[src/rtl/pkt_fifo_reader.sv]
// pkt_fifo_reader: pops length-prefixed packets from a first-word-fall-through
// FIFO, strips the header and presents the payload as a valid/ready stream
// with start/end-of-packet markers.
// Optional build macro: PKT_RD_STAT_EN adds packet / zero-length statistics.
module pkt_fifo_reader #(
  parameter int pDATA_W    = 8,
  parameter int pHDR_WORDS = 2
) (
  input  logic               iclk,
  input  logic               ireset,
  input  logic               ienable,
  input  logic               ififo_empty,
  input  logic [pDATA_W-1:0] ififo_data,
  output logic               ofifo_rd,
  output logic [pDATA_W-1:0] odata,
  output logic               ovalid,
  output logic               osop,
  output logic               oeop,
  input  logic               iready,
  output logic               obusy
`ifdef PKT_RD_STAT_EN
  ,
  output logic [15:0]        ostat_pkt_cnt,
  output logic [7:0]         ostat_zero_cnt
`endif
);

  localparam int LEN_W = pHDR_WORDS * pDATA_W;
  localparam int CNT_W = (pHDR_WORDS > 1) ? $clog2(pHDR_WORDS) : 1;

  typedef enum logic [1:0] {
    IDLE    = 2'd0,
    HDR     = 2'd1,
    PAYLOAD = 2'd2
  } state_t;

  state_t             r_state;
  state_t             w_state_next;
  logic [LEN_W-1:0]   r_len;
  logic [LEN_W-1:0]   r_remain;
  logic [CNT_W-1:0]   r_hdr_cnt;

  logic [LEN_W-1:0]   w_len_shift;
  logic               w_hdr_last;
  logic               w_hdr_pop;
  logic               w_xfer;
  logic               w_zero_len;

  // Header words arrive MSB first: shift the running length left by one word.
  assign w_len_shift = (r_len << pDATA_W) | LEN_W'(ififo_data);
  assign w_hdr_last  = (r_hdr_cnt == CNT_W'(pHDR_WORDS - 1));
  assign w_zero_len  = (w_len_shift == '0);

  // State register; reset abandons any packet in flight.
  always_ff @(posedge iclk or posedge ireset) begin
    if (ireset) r_state <= IDLE;
    else        r_state <= w_state_next;
  end

  // Next-state and stream outputs. Pops are always gated by ~ififo_empty
  // because the FIFO does not guard its own read path.
  always_comb begin
    w_state_next = r_state;
    ofifo_rd     = 1'b0;
    ovalid       = 1'b0;
    osop         = 1'b0;
    oeop         = 1'b0;
    odata        = '0;
    w_hdr_pop    = 1'b0;
    w_xfer       = 1'b0;
    obusy        = (r_state != IDLE);
    case (r_state)
      IDLE: begin
        if (ienable) w_state_next = HDR;
      end
      HDR: begin
        if (!ififo_empty) begin
          ofifo_rd  = 1'b1;
          w_hdr_pop = 1'b1;
          if (w_hdr_last) begin
            if (w_zero_len) w_state_next = ienable ? HDR : IDLE;
            else            w_state_next = PAYLOAD;
          end
        end
      end
      PAYLOAD: begin
        ovalid = !ififo_empty;
        odata  = ovalid ? ififo_data : '0;
        osop   = ovalid && (r_remain == r_len);
        oeop   = ovalid && (r_remain == LEN_W'(1));
        if (ovalid && iready) begin
          ofifo_rd = 1'b1;
          w_xfer   = 1'b1;
          if (oeop) w_state_next = ienable ? HDR : IDLE;
        end
      end
      default: w_state_next = IDLE;
    endcase
  end

  // Length assembly, header word counter and remaining-word counter.
  always_ff @(posedge iclk or posedge ireset) begin
    if (ireset) begin
      r_len     <= '0;
      r_remain  <= '0;
      r_hdr_cnt <= '0;
    end else begin
      if (w_hdr_pop) begin
        r_len     <= w_len_shift;
        r_hdr_cnt <= w_hdr_last ? '0 : r_hdr_cnt + CNT_W'(1);
        if (w_hdr_last) r_remain <= w_len_shift;
      end
      if (w_xfer) r_remain <= r_remain - LEN_W'(1);
    end
  end

`ifdef PKT_RD_STAT_EN
  logic [15:0] r_pkt_cnt;
  logic [7:0]  r_zero_cnt;

  // Wrapping counters of completed packets and zero-length headers.
  always_ff @(posedge iclk or posedge ireset) begin
    if (ireset) begin
      r_pkt_cnt  <= '0;
      r_zero_cnt <= '0;
    end else begin
      if (w_xfer && oeop)                        r_pkt_cnt  <= r_pkt_cnt + 16'd1;
      if (w_hdr_pop && w_hdr_last && w_zero_len) r_zero_cnt <= r_zero_cnt + 8'd1;
    end
  end

  assign ostat_pkt_cnt  = r_pkt_cnt;
  assign ostat_zero_cnt = r_zero_cnt;
`endif

endmodule

[config.mk]
export PLATFORM = sky130hd
export DESIGN_NAME = pkt_fifo_reader
export DESIGN_NICKNAME = d
export VERILOG_FILES = /design/src/rtl/pkt_fifo_reader.sv
export SDC_FILE = /design/constraint.sdc
export NUM_CORES = 1
export LEC_CHECK = 0
export BUFFER_PORTS_ARGS = -buffer_cell sky130_fd_sc_hd__buf_2
export CAP_MARGIN = 10
export CORE_ASPECT_RATIO = 1.5
export CORE_MARGIN = 2
export CORE_UTILIZATION = 57
export DETAILED_ROUTE_END_ITERATION = 8
export PLACE_DENSITY = 0.89
export SYNTH_ARGS = -nofsm -noshare
export SYNTH_HDL_FRONTEND = slang
export SYNTH_SLANG_ARGS = --single-unit
[constraint.sdc]
create_clock -name iclk -period 2.8 [get_ports iclk]
set_input_delay 0.42 -clock iclk [delete_from_list [all_inputs] [get_ports iclk]]
set_output_delay 0.42 -clock iclk [all_outputs]
set_load 0.02 [all_outputs]
==> results_dict.tcl <==
set metrics [dict create \
    status "finished clean" \
    clkTransAtPathRegs_ps 70 \
    vias 1884 \
    post-route-drc-count 0 \
    place_inst 283 \
    final-max-slew-violation-count 0 \
    routed_wl_um 5478 \
    gp_congestion 0.8912 \
    post-place-ws_ps 715.6 \
    cp-end-kind "primary output" \
    synth.net_count 239 \
    cp.required_ps 2380 \
    num_rows 27 \
    path_max_fanout 8 \
    clockRootBuffer "clkbuf_8" \
    grt_usage_pct 29.01 \
    n_antenna_cell 0 \
    drtIter0Drc 130 \
    cts_sinks 35 \
    peakVddDrop_mv 0.8839 \
    ant_nets 0 \
    rrSetupSlack_ps 620 \
    cts_resized 0 \
    wl_per_cell_um 18.82 \
    dpl.hpwl_um 4027 \
    worst_clock_skew_ps 6.564 \
    io_buffers 25 \
    stdcell_count 291 \
    via_per_inst 6.474 \
    ys_warn_count 0 \
    ys_types 49 \
    synth.top_cells.by_area "dfrtp_1 41%, mux2_2 8.5%, xnor2_1 4.9%, ha_1 3.5%, a21oi_1 3.3%" \
    final.min_clock_period_ps 2336 \
    die_h_um 78.91 \
    cp.arrival_ps 1920 \
    synth_area_um2 2132 \
    synthArstFlopShare_pct 100.0 \
    crit_type "reg -> out" \
    cp-start-kind "flip-flop" \
    synth_top_cell_by_area "dfrtp_1" \
    fmax_mhz 428.0 \
    ctsLongestPathBuffers 2 \
    synth_edf_count 0 \
    tritoncts "built" \
    timing.final.crit_share_pct 83.44 \
    grt_remaining_overflow 0 \
    avgSynthCellArea_um2 9.691 \
    cts_buffers 5 \
    hp-class "in -> async" \
    ys_ff_latch 35 \
    power_w 0.002710 \
    fin_tns_setup_ps 0 \
    tightest_slew_ps 611.3 \
    antenna_found_initial 0 \
    drive_gt1_share_pct 24.60 \
    cts.hold.buffers_added 0 \
    clk_latency_ps 290 \
    grt_max_degree 36 \
    finish.utilization_pct 66.77 \
    ys.flop_type "dfrtp_1" \
    synth_top_area_share_pct 41.08 \
    io_pins 26 \
    nets 266 \
    rsz0062_at_grt "no" \
    cellLeakagePower_nw 1.042 \
    core_area_um2 3615 \
    h-tree-depth 2 \
    power_density_nw_per_um2 1123 \
    setup_violations 0 \
    start_util_pct 58.98 \
    grt_pass1_wl_um 8811 \
    worst_slack_ps 463.5 \
    grt_pass1_vias 1865 \
    area.growth.synth_to_final_pct 13.20 \
    cap_viol_max_count 0 \
    first_pass_iters 4 \
    seq_area_frac_synth_pct 41.08 \
    slew_headroom_pct 59.10 \
    hold_violations 0 \
    die_w_um 53.94 \
    cts_setup_buffers 0 \
    syn_inst 220 \
    dieArea_um2 4256 \
]
-- worst paths after layout --
path,start,cells past startpoint,endpoint
min in group iclk,ififo_data[4],3,r_remain[4]
max,r_remain[6],5,osop
max in group asynchronous,ireset,3,r_len[6]
min,ireset,3,r_remain[2]
max reg2reg,r_state[1],7,r_remain[10]
min reg2reg,r_len[8],1,r_len[8]
-- Yosys cell counts, drive strengths merged, types with 2 or more instances --
cell type	count
o22ai	2
ha	6
clkbuf	6
dfrtp	35
a211oi	2
buf	3
o311ai	2
mux2	16
nor3	4
nor4	8
and2	9
and3	2
or4	2
nand3b	2
or3	3
a21oi	14
xor2	6
nand3	7
o21ai	7
nor2b	4
nand4	7
inv	10
xnor2	12
o211ai	4
nor2	13
nand2	16
-- final cells by class --
| type | instances | area, um2 |
|---|---|---|
| Multi-Input combinational cell | 166 | 1174 |
| Sequential cell | 35 | 875.8 |
| Fill cell | 270 | 1201 |
| Clock inverter | 2 | 35.03 |
| Tap cell | 43 | 53.80 |
| Timing Repair Buffer | 29 | 155.1 |
| Clock buffer | 6 | 82.58 |
| Inverter | 10 | 37.54 |
-- worst max-delay path: stages, from the launching register on --
cell and delay [ps]:
dfrtp_1 480, xor2_1 190, nor4_1 310, nand4_1 140
nor4_1 280, buf_2 220
-- power breakdown --
group          internal, W  leakage [nW]  switching (W)
clock             0.000288        0.0612       0.000181
combinational     0.000536         0.566       0.000555
sequential        0.000754         0.415       0.000397
-- layout by cell type, fill, tap and decap left out, types with 2 or more instances in the layout --
| master | instances |
|---|---|
| xnor2_1 | 12 |
| nor3_1 | 4 |
| and3_1 | 2 |
| and2_1 | 9 |
| xor2_1 | 6 |
| o211ai_1 | 4 |
| nor2b_1 | 4 |
| clkbuf_8 | 6 |
| nand3b_1 | 2 |
| a211oi_1 | 2 |
| o21ai_0 | 7 |
| ha_1 | 6 |
| buf_4 | 4 |
| nand3_1 | 7 |
| nor4_1 | 7 |
| o311ai_0 | 2 |
| o22ai_1 | 2 |
| nand4_1 | 7 |
| inv_1 | 10 |
| dfrtp_1 | 35 |
| mux2_2 | 16 |
| or3_1 | 2 |
| nor2_1 | 13 |
| a21oi_1 | 14 |
| buf_2 | 25 |
| nand2_1 | 16 |
-- metrics by stage --
step	area [um2]	hold slack, ps
after floorplan	2132	500.1
after global placement	2296	511.8
after detailed placement	2296	522.7
after CTS	2414	228.4
after global routing	2414	269.7
final	2414	206.9
-- cells by family after synthesis --
kind of cell,Yosys count,share of synthesized area (%)
xor gates and xnor gates,18,7.394
adders and majority gates,6,3.521
muxes,17,8.920
DFF,35,41.08
and+or+nand+nor,82,21.95
AOI/OAI and AO/OA,43,13.26
buffers and inverters,19,3.873
-- metal layers --
| metal | wire length (um) | track usage (%) |
|---|---|---|
| met5 | 0 | 0 |
| met3 | 390 | 5.075 |
| met1 | 1983 | 33.63 |
| met4 | 240 | 18.72 |
| met2 | 2863 | 47.32 |
-- sequential cells by signal (all words and copies together), names as in the netlist --
name / flops
r_len: 16
r_remain: 16
r_state: 2
r_hdr_cnt: 1
Power figures use the tool's default switching activity.
